--- config.mk ---
export PLATFORM = sky130hd
export DESIGN_NAME = rfphoenix_vec_wb_sequencer
export DESIGN_NICKNAME = d
export VERILOG_FILES = /design/src/rtl/rfphoenix_vec_wb_sequencer.sv
export SDC_FILE = /design/constraint.sdc
export NUM_CORES = 2
export LEC_CHECK = 0
export BUFFER_PORTS_ARGS = -buffer_cell sky130_fd_sc_hd__buf_2
export CORE_AREA = 2 2 754 756
export DETAILED_ROUTE_END_ITERATION = 16
export DIE_AREA = 0 0 756 758
export PLACE_DENSITY = 0.31
export SETUP_SLACK_MARGIN = 0.4
export SYNTH_ARGS = -nofsm -noshare
export SYNTH_HDL_FRONTEND = slang
export SYNTH_SLANG_ARGS = --single-unit
--- constraint.sdc ---
create_clock -name clk -period 5.4 [get_ports clk]
set_input_delay 0.54 -clock clk [delete_from_list [all_inputs] [get_ports clk]]
set_output_delay 0.54 -clock clk [all_outputs]
set_load 0.005 [all_outputs]
--- src/rtl/rfphoenix_vec_wb_sequencer.sv ---
// Write-port sequencer for the vector register file: round-robin arbitration between
// functional-unit results and a beat-assembled load, one registered write per cycle.
module rfphoenix_vec_wb_sequencer #(
  parameter int NLANES = 16,
  parameter int LANEW  = 32,
  parameter int NSRC   = 2,
  parameter int NBEATS = 4,
  parameter int TIDW   = 2,
  parameter int RSW    = 6
) (
  input  logic                              clk,
  input  logic                              rst,
  input  logic [NSRC-1:0]                   src_valid,
  output logic [NSRC-1:0]                   src_ready,
  input  logic [NSRC*TIDW-1:0]              src_thread,
  input  logic [NSRC*RSW-1:0]               src_reg,
  input  logic [NSRC*NLANES*4-1:0]          src_mask,
  input  logic [NSRC*NLANES*LANEW-1:0]      src_data,
  input  logic                              ld_valid,
  output logic                              ld_ready,
  input  logic [TIDW-1:0]                   ld_thread,
  input  logic [RSW-1:0]                    ld_reg,
  input  logic [$clog2(NBEATS)-1:0]         ld_beat,
  input  logic                              ld_last,
  input  logic [NLANES*4/NBEATS-1:0]        ld_mask,
  input  logic [NLANES*LANEW/NBEATS-1:0]    ld_data,
  output logic                              ld_err,
  output logic                              wr,
  output logic [TIDW-1:0]                   wthread,
  output logic [RSW-1:0]                    wa,
  output logic [NLANES*4-1:0]               wmask,
  output logic [NLANES*LANEW-1:0]           wdata
);

  localparam int MW   = NLANES * 4;
  localparam int DW   = NLANES * LANEW;
  localparam int BMW  = MW / NBEATS;
  localparam int BDW  = DW / NBEATS;
  localparam int BW   = $clog2(NBEATS);
  localparam int NREQ = NSRC + 1;
  localparam int PW   = $clog2(NREQ);

  typedef enum logic [1:0] {
    S_IDLE,
    S_COLLECT,
    S_PEND
  } state_t;

  state_t            state_q, state_d;
  logic [BW-1:0]     exp_q, exp_d;
  logic              merge, load_err, buf_clr;

  logic [TIDW-1:0]   buf_thread;
  logic [RSW-1:0]    buf_reg;
  logic [MW-1:0]     buf_mask;
  logic [DW-1:0]     buf_data;

  logic [PW-1:0]     rr_q;
  logic [NREQ-1:0]   req, grant;
  logic [PW-1:0]     win, idx;
  logic              any;

  logic [TIDW-1:0]   sel_thread;
  logic [RSW-1:0]    sel_reg;
  logic [MW-1:0]     sel_mask;
  logic [DW-1:0]     sel_data;

  // rr_q is always below NREQ, so a single subtraction wraps the rotated index.
  function automatic logic [PW-1:0] wrap(input logic [PW-1:0] p, input int unsigned k);
    int unsigned s;
    s = 32'(p) + k;
    if (s >= NREQ) s = s - NREQ;
    return PW'(s);
  endfunction

  assign req       = {state_q == S_PEND, src_valid};
  assign src_ready = grant[NSRC-1:0];

  always_comb begin
    grant = '0;
    win   = '0;
    idx   = '0;
    any   = 1'b0;
    for (int unsigned i = 0; i < NREQ; i++) begin
      idx = wrap(rr_q, i);
      if (!any && req[idx]) begin
        any        = 1'b1;
        win        = idx;
        grant[idx] = 1'b1;
      end
    end
  end

  always_comb begin
    sel_thread = buf_thread;
    sel_reg    = buf_reg;
    sel_mask   = buf_mask;
    sel_data   = buf_data;
    for (int unsigned s = 0; s < NSRC; s++) begin
      if (grant[s]) begin
        sel_thread = src_thread[s*TIDW +: TIDW];
        sel_reg    = src_reg[s*RSW +: RSW];
        sel_mask   = src_mask[s*MW +: MW];
        sel_data   = src_data[s*DW +: DW];
      end
    end
  end

  always_comb begin
    state_d  = state_q;
    exp_d    = exp_q;
    ld_ready = 1'b0;
    merge    = 1'b0;
    load_err = 1'b0;
    buf_clr  = 1'b0;
    unique case (state_q)
      S_IDLE: begin
        ld_ready = 1'b1;
        if (ld_valid) begin
          if (ld_beat == '0) begin
            merge   = 1'b1;
            exp_d   = BW'(1);
            state_d = ld_last ? S_PEND : S_COLLECT;
          end else begin
            load_err = 1'b1;
          end
        end
      end
      S_COLLECT: begin
        ld_ready = 1'b1;
        if (ld_valid) begin
          if (ld_beat == exp_q) begin
            merge = 1'b1;
            exp_d = exp_q + BW'(1);
            if (ld_last || exp_q == BW'(NBEATS - 1)) state_d = S_PEND;
          end else begin
            load_err = 1'b1;
            buf_clr  = 1'b1;
            state_d  = S_IDLE;
          end
        end
      end
      S_PEND: begin
        if (grant[NSRC]) begin
          buf_clr = 1'b1;
          state_d = S_IDLE;
        end
      end
      default: state_d = S_IDLE;
    endcase
  end

  always_ff @(posedge clk or negedge rst) begin
    if (!rst) begin
      state_q <= S_IDLE;
      exp_q   <= '0;
    end else begin
      state_q <= state_d;
      exp_q   <= exp_d;
    end
  end

  // Buffer stays zeroed while idle, so unreceived lane groups always present mask 0.
  always_ff @(posedge clk or negedge rst) begin
    if (!rst) begin
      buf_thread <= '0;
      buf_reg    <= '0;
      buf_mask   <= '0;
      buf_data   <= '0;
    end else if (buf_clr) begin
      buf_mask <= '0;
      buf_data <= '0;
    end else if (merge) begin
      if (state_q == S_IDLE) begin
        buf_thread <= ld_thread;
        buf_reg    <= ld_reg;
      end
      for (int unsigned g = 0; g < NBEATS; g++) begin
        if (ld_beat == BW'(g)) begin
          buf_mask[g*BMW +: BMW] <= ld_mask;
          buf_data[g*BDW +: BDW] <= ld_data;
        end
      end
    end
  end

  always_ff @(posedge clk or negedge rst) begin
    if (!rst) begin
      wr      <= 1'b0;
      ld_err  <= 1'b0;
      wthread <= '0;
      wa      <= '0;
      wmask   <= '0;
      wdata   <= '0;
      rr_q    <= '0;
    end else begin
      wr     <= any;
      ld_err <= load_err;
      if (any) begin
        wthread <= sel_thread;
        wa      <= sel_reg;
        wmask   <= sel_mask;
        wdata   <= sel_data;
        rr_q    <= (win == PW'(NREQ - 1)) ? '0 : win + PW'(1);
      end
    end
  end

endmodule

# After elaboration in Yosys (flattened, before gate mapping)
# Index checks and enable logic that the tools add are counted.
# Widths: inputs -> output; s select.
totals:
  ff_bits: 1176
  inputBits: 1328
  wordCells: 147
classes:
  add_sub_neg: 7
  magnitude_cmp: 9
  eq_ne: 14
  n_mux: 71
  n_bitwise: 3
  n_reduce_logical: 24
op_table:
  columns: ["cell", "count"]
  rows:
  - ["$mux 512", 4]
  - ["$mux 128", 4]
  - ["$mux 64", 4]
  - ["$mux 16", 4]
  - ["$mux 2", 20]
  - ["$mux 1", 19]
  - ["$mux 6", 2]
  - ["$reduce_bool 2->1", 6]
  - ["$eq 2x2->1 const B", 5]
  - ["$reduce_and 5->1", 2]
  - ["$lt 2x3->1 const B", 3]
  - ["$mux 3", 3]
  - ["$reduce_and 2->1", 4]
  - ["$bmux 1 s2", 3]
  - ["$demux 1 s2", 3]
  - ["$ge 2x1->1 const B", 3]
  - ["$ge 3x2->1 const B", 2]
  - ["$ne 2x2->1 const B", 3]
  - ["$or 3x3->3", 2]
  - ["$pmux 1 s2", 3]
  - ["$pmux 2 s3", 1]
  - ["$sub 2x2->2 const B", 3]
  - ["$logic_and 1x1->1", 5]
  - ["$add 2x1->2 const B", 2]
  - ["14 further kinds", 18]

# Longest topological paths before layout
depth:
  depth_word: 15
  ltp_mapped: 13

# Worst setup path before layout
# Ideal clock, no wire load.
synth_timing:
  kind: "register to register"
  startpoint: "register rr_q[0]"
  endpoint: "register wdata[120]"
  setup_time_ns: 0.133
  arrival_ns: 2.368
  required_time_ns: 5.267
  slack_ns: 2.900
  stages_incl_launch_ff: 13
  path_buffers: 4
  period_less_slack_ns: 2.500
  path_cell_list: "dfrtp_1 -> inv_1 -> ha_1 -> buf_2 -> nor4bb_1 -> nand3_1 -> o221a_1 -> and2_1 -> buf_4 -> buf_2 -> buf_2 -> a221oi_1 -> a211oi_1"
synth_between:
  elab_chain_len: 13
  word_cells_on_any_way: 46
  classes_between: "5 x add/sub; 9 x order compare; 23 x mux; 2 x bitwise; 7 x reduce/logical"
synth_lines:
  columns: ["item", "line", "rtl"]
  rows:
  - ["start: declaration", "58", "logic [PW-1:0] rr_q;"]
  - ["start signal: assignment", "204", "rr_q <= (win == PW'(NREQ - 1)) ? '0 : win + PW'(1);"]
  - ["$add 2x1->3 (tied with other cells)", "71", "s = 32'(p) + k;"]
  - ["$ge 3x2->1 (tied with other cells)", "72", "if (s >= NREQ) s = s - NREQ;"]
  - ["$mux 2 (tied with other cells)", "72", null]
  - ["$lt 2x3->1 (implied by the code) (tied with other cells)", "89", "grant[idx] = 1'b1;"]
  - ["$logic_and 1x1->1 (implied by the code) (tied with other cells)", "89", null]
  - ["$mux 1 (implied by the code) (tied with other cells)", "89", null]
  - ["$demux 1 s2 (tied with other cells)", "89", null]
  - ["$or 3x3->3 (no line) / $mux 1 (equally long branches)", null, null]
  - ["$mux 3 / $logic_not 1->1 (equally long branches)", "86", "if (!any && req[idx]) begin"]
  - ["$or 3x3->3 (no line) / $logic_and 1x1->1 (equally long branches)", null, null]
  - ["$mux 3", "86", null]
  - ["$mux 512 (2 in a row)", "100", "if (grant[s]) begin"]
  - ["end signal: assignment", "203", "wdata <= sel_data;"]
  - ["end: declaration", "32", "output logic [NLANES*LANEW-1:0] wdata"]
# Parallel ways exist; a longest one is shown, timed or not. The select of a mux whose other input is x is not followed.
# A chain may end at the register's enable or synchronous reset.

# Worst setup path after layout
layout_timing:
  startpoint: "register rr_q[0]"
  endpoint: "register wdata[64]"
# Same word-level chain as after synthesis.

==> run summary <==
Status: completed
Max-slew violation count: 0
Multi-input gate area: 0.02479 sq mm
Met2 wire len: 232600 um
Vias in the first global route: 67732
Tmin final: 4.404 ns
CTS max path bufs: 4
Setup violations, final: 0
Most frequent cells after synthesis: nand2_1 (1744), dfrtp_1 (1176), nor2_1 (593)
Slew @ Worst Pin: 1.341 ns
Max-Cap Viols: 0
H-Tree Depth: 4
Number of I/O pins: 1917
CORE AREA: 0.5643 sq mm
Via count: 67937
Yosys warns: 0
Seq/Total Area, Yosys: 51.53%
Req. time, crit path: 6.12 ns
Hold slack: 0.06677 ns
Clock tree sinks: 1176
Top Registers: buf_data x512, wdata x512
Worst path slowest cell: dlygate4sd3_1
Most frequent cell after synthesis: nand2_1
Worst-path fanout max: 81
Setup_tns: 0 ns
RSZ-0062 raised after global routing: no
Area Growth Syn to Fin: 64.20%
Die Wd: 756 um
Post-route ant nets: 0
Flip-flop and latch area: 0.02943 sq mm
Synth Net Count: 7916
DR vias/cell: 3.944
DRT Pass-1 Iters: 6
Fin crit share: 81.56%
Antenna violations before repair: 301
Number of synthesized register bits: 1176
CTS clk-pin slew, worst paths: 0.06 ns
Starting Density: 10.12%
Max incr delay on CP: 0.57 ns
Root Driver: clkbuf_16
Initial drt markers: 5217
Synth Cell Area: 0.05711 sq mm
Top cell family by delay on the critical path: buffers and inverters
Largest net degree at the start of global routing: 169
Yosys cell types: 48
Drt wl/cell: 30.55 um
Cell taking the most area after synthesis: dfrtp_1
HPWL after DPL: 412800 um
Row count: 276
Layout Nets: 10786
Fraction of registers with async set/reset: 100.0%
Die span in y: 758 um
Ratio of cells with drive above 1 in the final layout: 24.71%
EDFF count, synth: 0
CTS tree: yes
Fillers: 64384
RD Place Congestion: 0.9080
Clock buffer count from CTS: 171
Total congestion overflow: 0
Top post-synthesis cells by area: dfrtp_1 (52%), nand2_1 (11%), a221oi_1 (9.0%), a211oi_1 (7.7%), nor3_1 (5.1%)
Max Freq: 227.1 MHz
Total GRT Usage: 17.58%
PwrDens: 708.4 mW/mm^2
# DRC: 0
Clk Latency, worst-skew pair: 0.87 ns
I/O Buffers: 1916
Post-synthesis area per instance: 8.679 sq um
Critical path buffers and inverters: 4
CP endpoint kind: flop
Kind of critical path: reg2reg
Hold crit path type: in2reg
PostCTS Resize Cnt: 0
Leakage power: 38.78 nW
Worst path cell trace: inv_1 > ha_1 > and4bb_1 > a31oi_2 > o21ai_2 > a21oi_4 > inv_16 > buf_12 > a221oi_1 > a211oi_1 > dlygate4sd3_1
Met3 wire length: 55640 um
Total routed wirelength: 526200 um
Yosys top cell area share: 51.53%
Wl on met1: 210900 um
Max-slew headroom: 10.62%
Ys flop type: dfrtp_1
Worst VDD drop: 0.0006409 V
Final Hold Viols: 0
Top Layer Used: met5
Crit path DAT: 5.12 ns
Die ar.: 0.5730 sq mm
Clk_skew: 0.05150 ns
Critical path launch point type: flop
Post-Syn Instances: 6580
First-pass GRT wire length: 683700 um
## worst paths after layout
kind / slack, ns / startpoint / end / cells after the start
max: 1.0 / rr_q[0]$_DFFE_PN0P_ / wdata[64]$_DFFE_PN0P_ / 11
min: 0.07 / src_data[242] / wdata[242]$_DFFE_PN0P_ / 3
max reg2reg: 1.0 / rr_q[0]$_DFFE_PN0P_ / wdata[64]$_DFFE_PN0P_ / 11
min reg2reg: 0.52 / buf_data[481]$_DFFE_PN0P_ / buf_data[481]$_DFFE_PN0P_ / 2
max in group asynchronous: 3.69 / rst / buf_mask[60]$_DFFE_PN0P_ / 3
min in group asynchronous: 0.36 / rst / wdata[305]$_DFFE_PN0P_ / 2
## metrics by stage
step / total power, mW / utilization, % / setup WS [ns] / std cells / instance area (sq um)
finish: 66.42 / 16.62 / 0.9959 / 17224 / 93770
global route: 70.72 / 16.60 / 0.7405 / 17186 / 93670
CTS: 67.01 / 16.55 / 0.8744 / 17081 / 93410
detailed placement: 48.00 / 13.36 / 1.641 / 15533 / 75370
global placement: 48.07 / 13.36 / 1.673 / 15533 / 75370
floorplan: 30.91 / - / 2.900 / 6580 / 57110
## repair_timing
action / CTS / global route
setup buffers: 0 / 0
setup endpoints to repair: 0 / 0
endpoints found under the hold margin: 1189 / 0
hold buffers: 1250 / 0
## logic make-up after synthesis
group,synth area share [%]
compound gates,22.10
fa+ha+maj,0.1753
xor+xnor,0.03068
flops,51.53
mux,0.2454
buf+inv,5.140
simple gates,20.78
## worst register-to-register path: stages, from the launching register on
cell and delay, ns:
dfrtp_1 0.39, inv_1 0.10, ha_1 0.43, and4bb_1 0.28
a31oi_2 0.19, o21ai_2 0.12, a21oi_4 0.49, inv_16 0.21
buf_12 0.77, a221oi_1 0.58, a211oi_1 0.12, dlygate4sd3_1 0.57
## layout make-up
| type | count | share of cell area, % |
|---|---|---|
| timing repair buffer | 3345 | 25.79 |
| inverter | 13 | 0.09474 |
| tap | 7506 | 10.02 |
| clock buffer | 261 | 5.343 |
| multi-input combinational | 4743 | 26.44 |
| sequential | 1176 | 31.38 |
| antenna | 143 | 0.3816 |
| clock inverter | 37 | 0.5484 |
## where the power goes
part	leakage, nW	internal [mW]	total, mW	switching [mW]
Combinational	21.1	15.6	39.8	24.2
Sequential	15.0	12.5	15.0	2.47
Clock	2.71	6.78	11.7	4.92
## layout by cell type (no fill, tap or decap), drive strengths merged, types with 3 or more instances in the layout
master / count
clkinv: 22
buf: 2095
nor2: 593
mux2i: 5
nor3: 585
bufinv: 8
nand3: 3
nand2: 1744
a211oi: 586
mux2: 8
inv: 18
clkbuf: 261
o21ai: 12
dfrtp: 1176
ha: 8
diode: 143
a21oi: 584
dlygate4sd3: 1250
a221oi: 584
## per-layer routing
layer | vias to the layer above | global-route usage, %
li1 | 29564 | -
met1 | 34465 | 20.89
met2 | 2864 | 27.44
met3 | 936 | 7.645
met4 | 108 | 7.695
met5 | - | 0
Note: power is estimated with default switching activity, not from simulation.
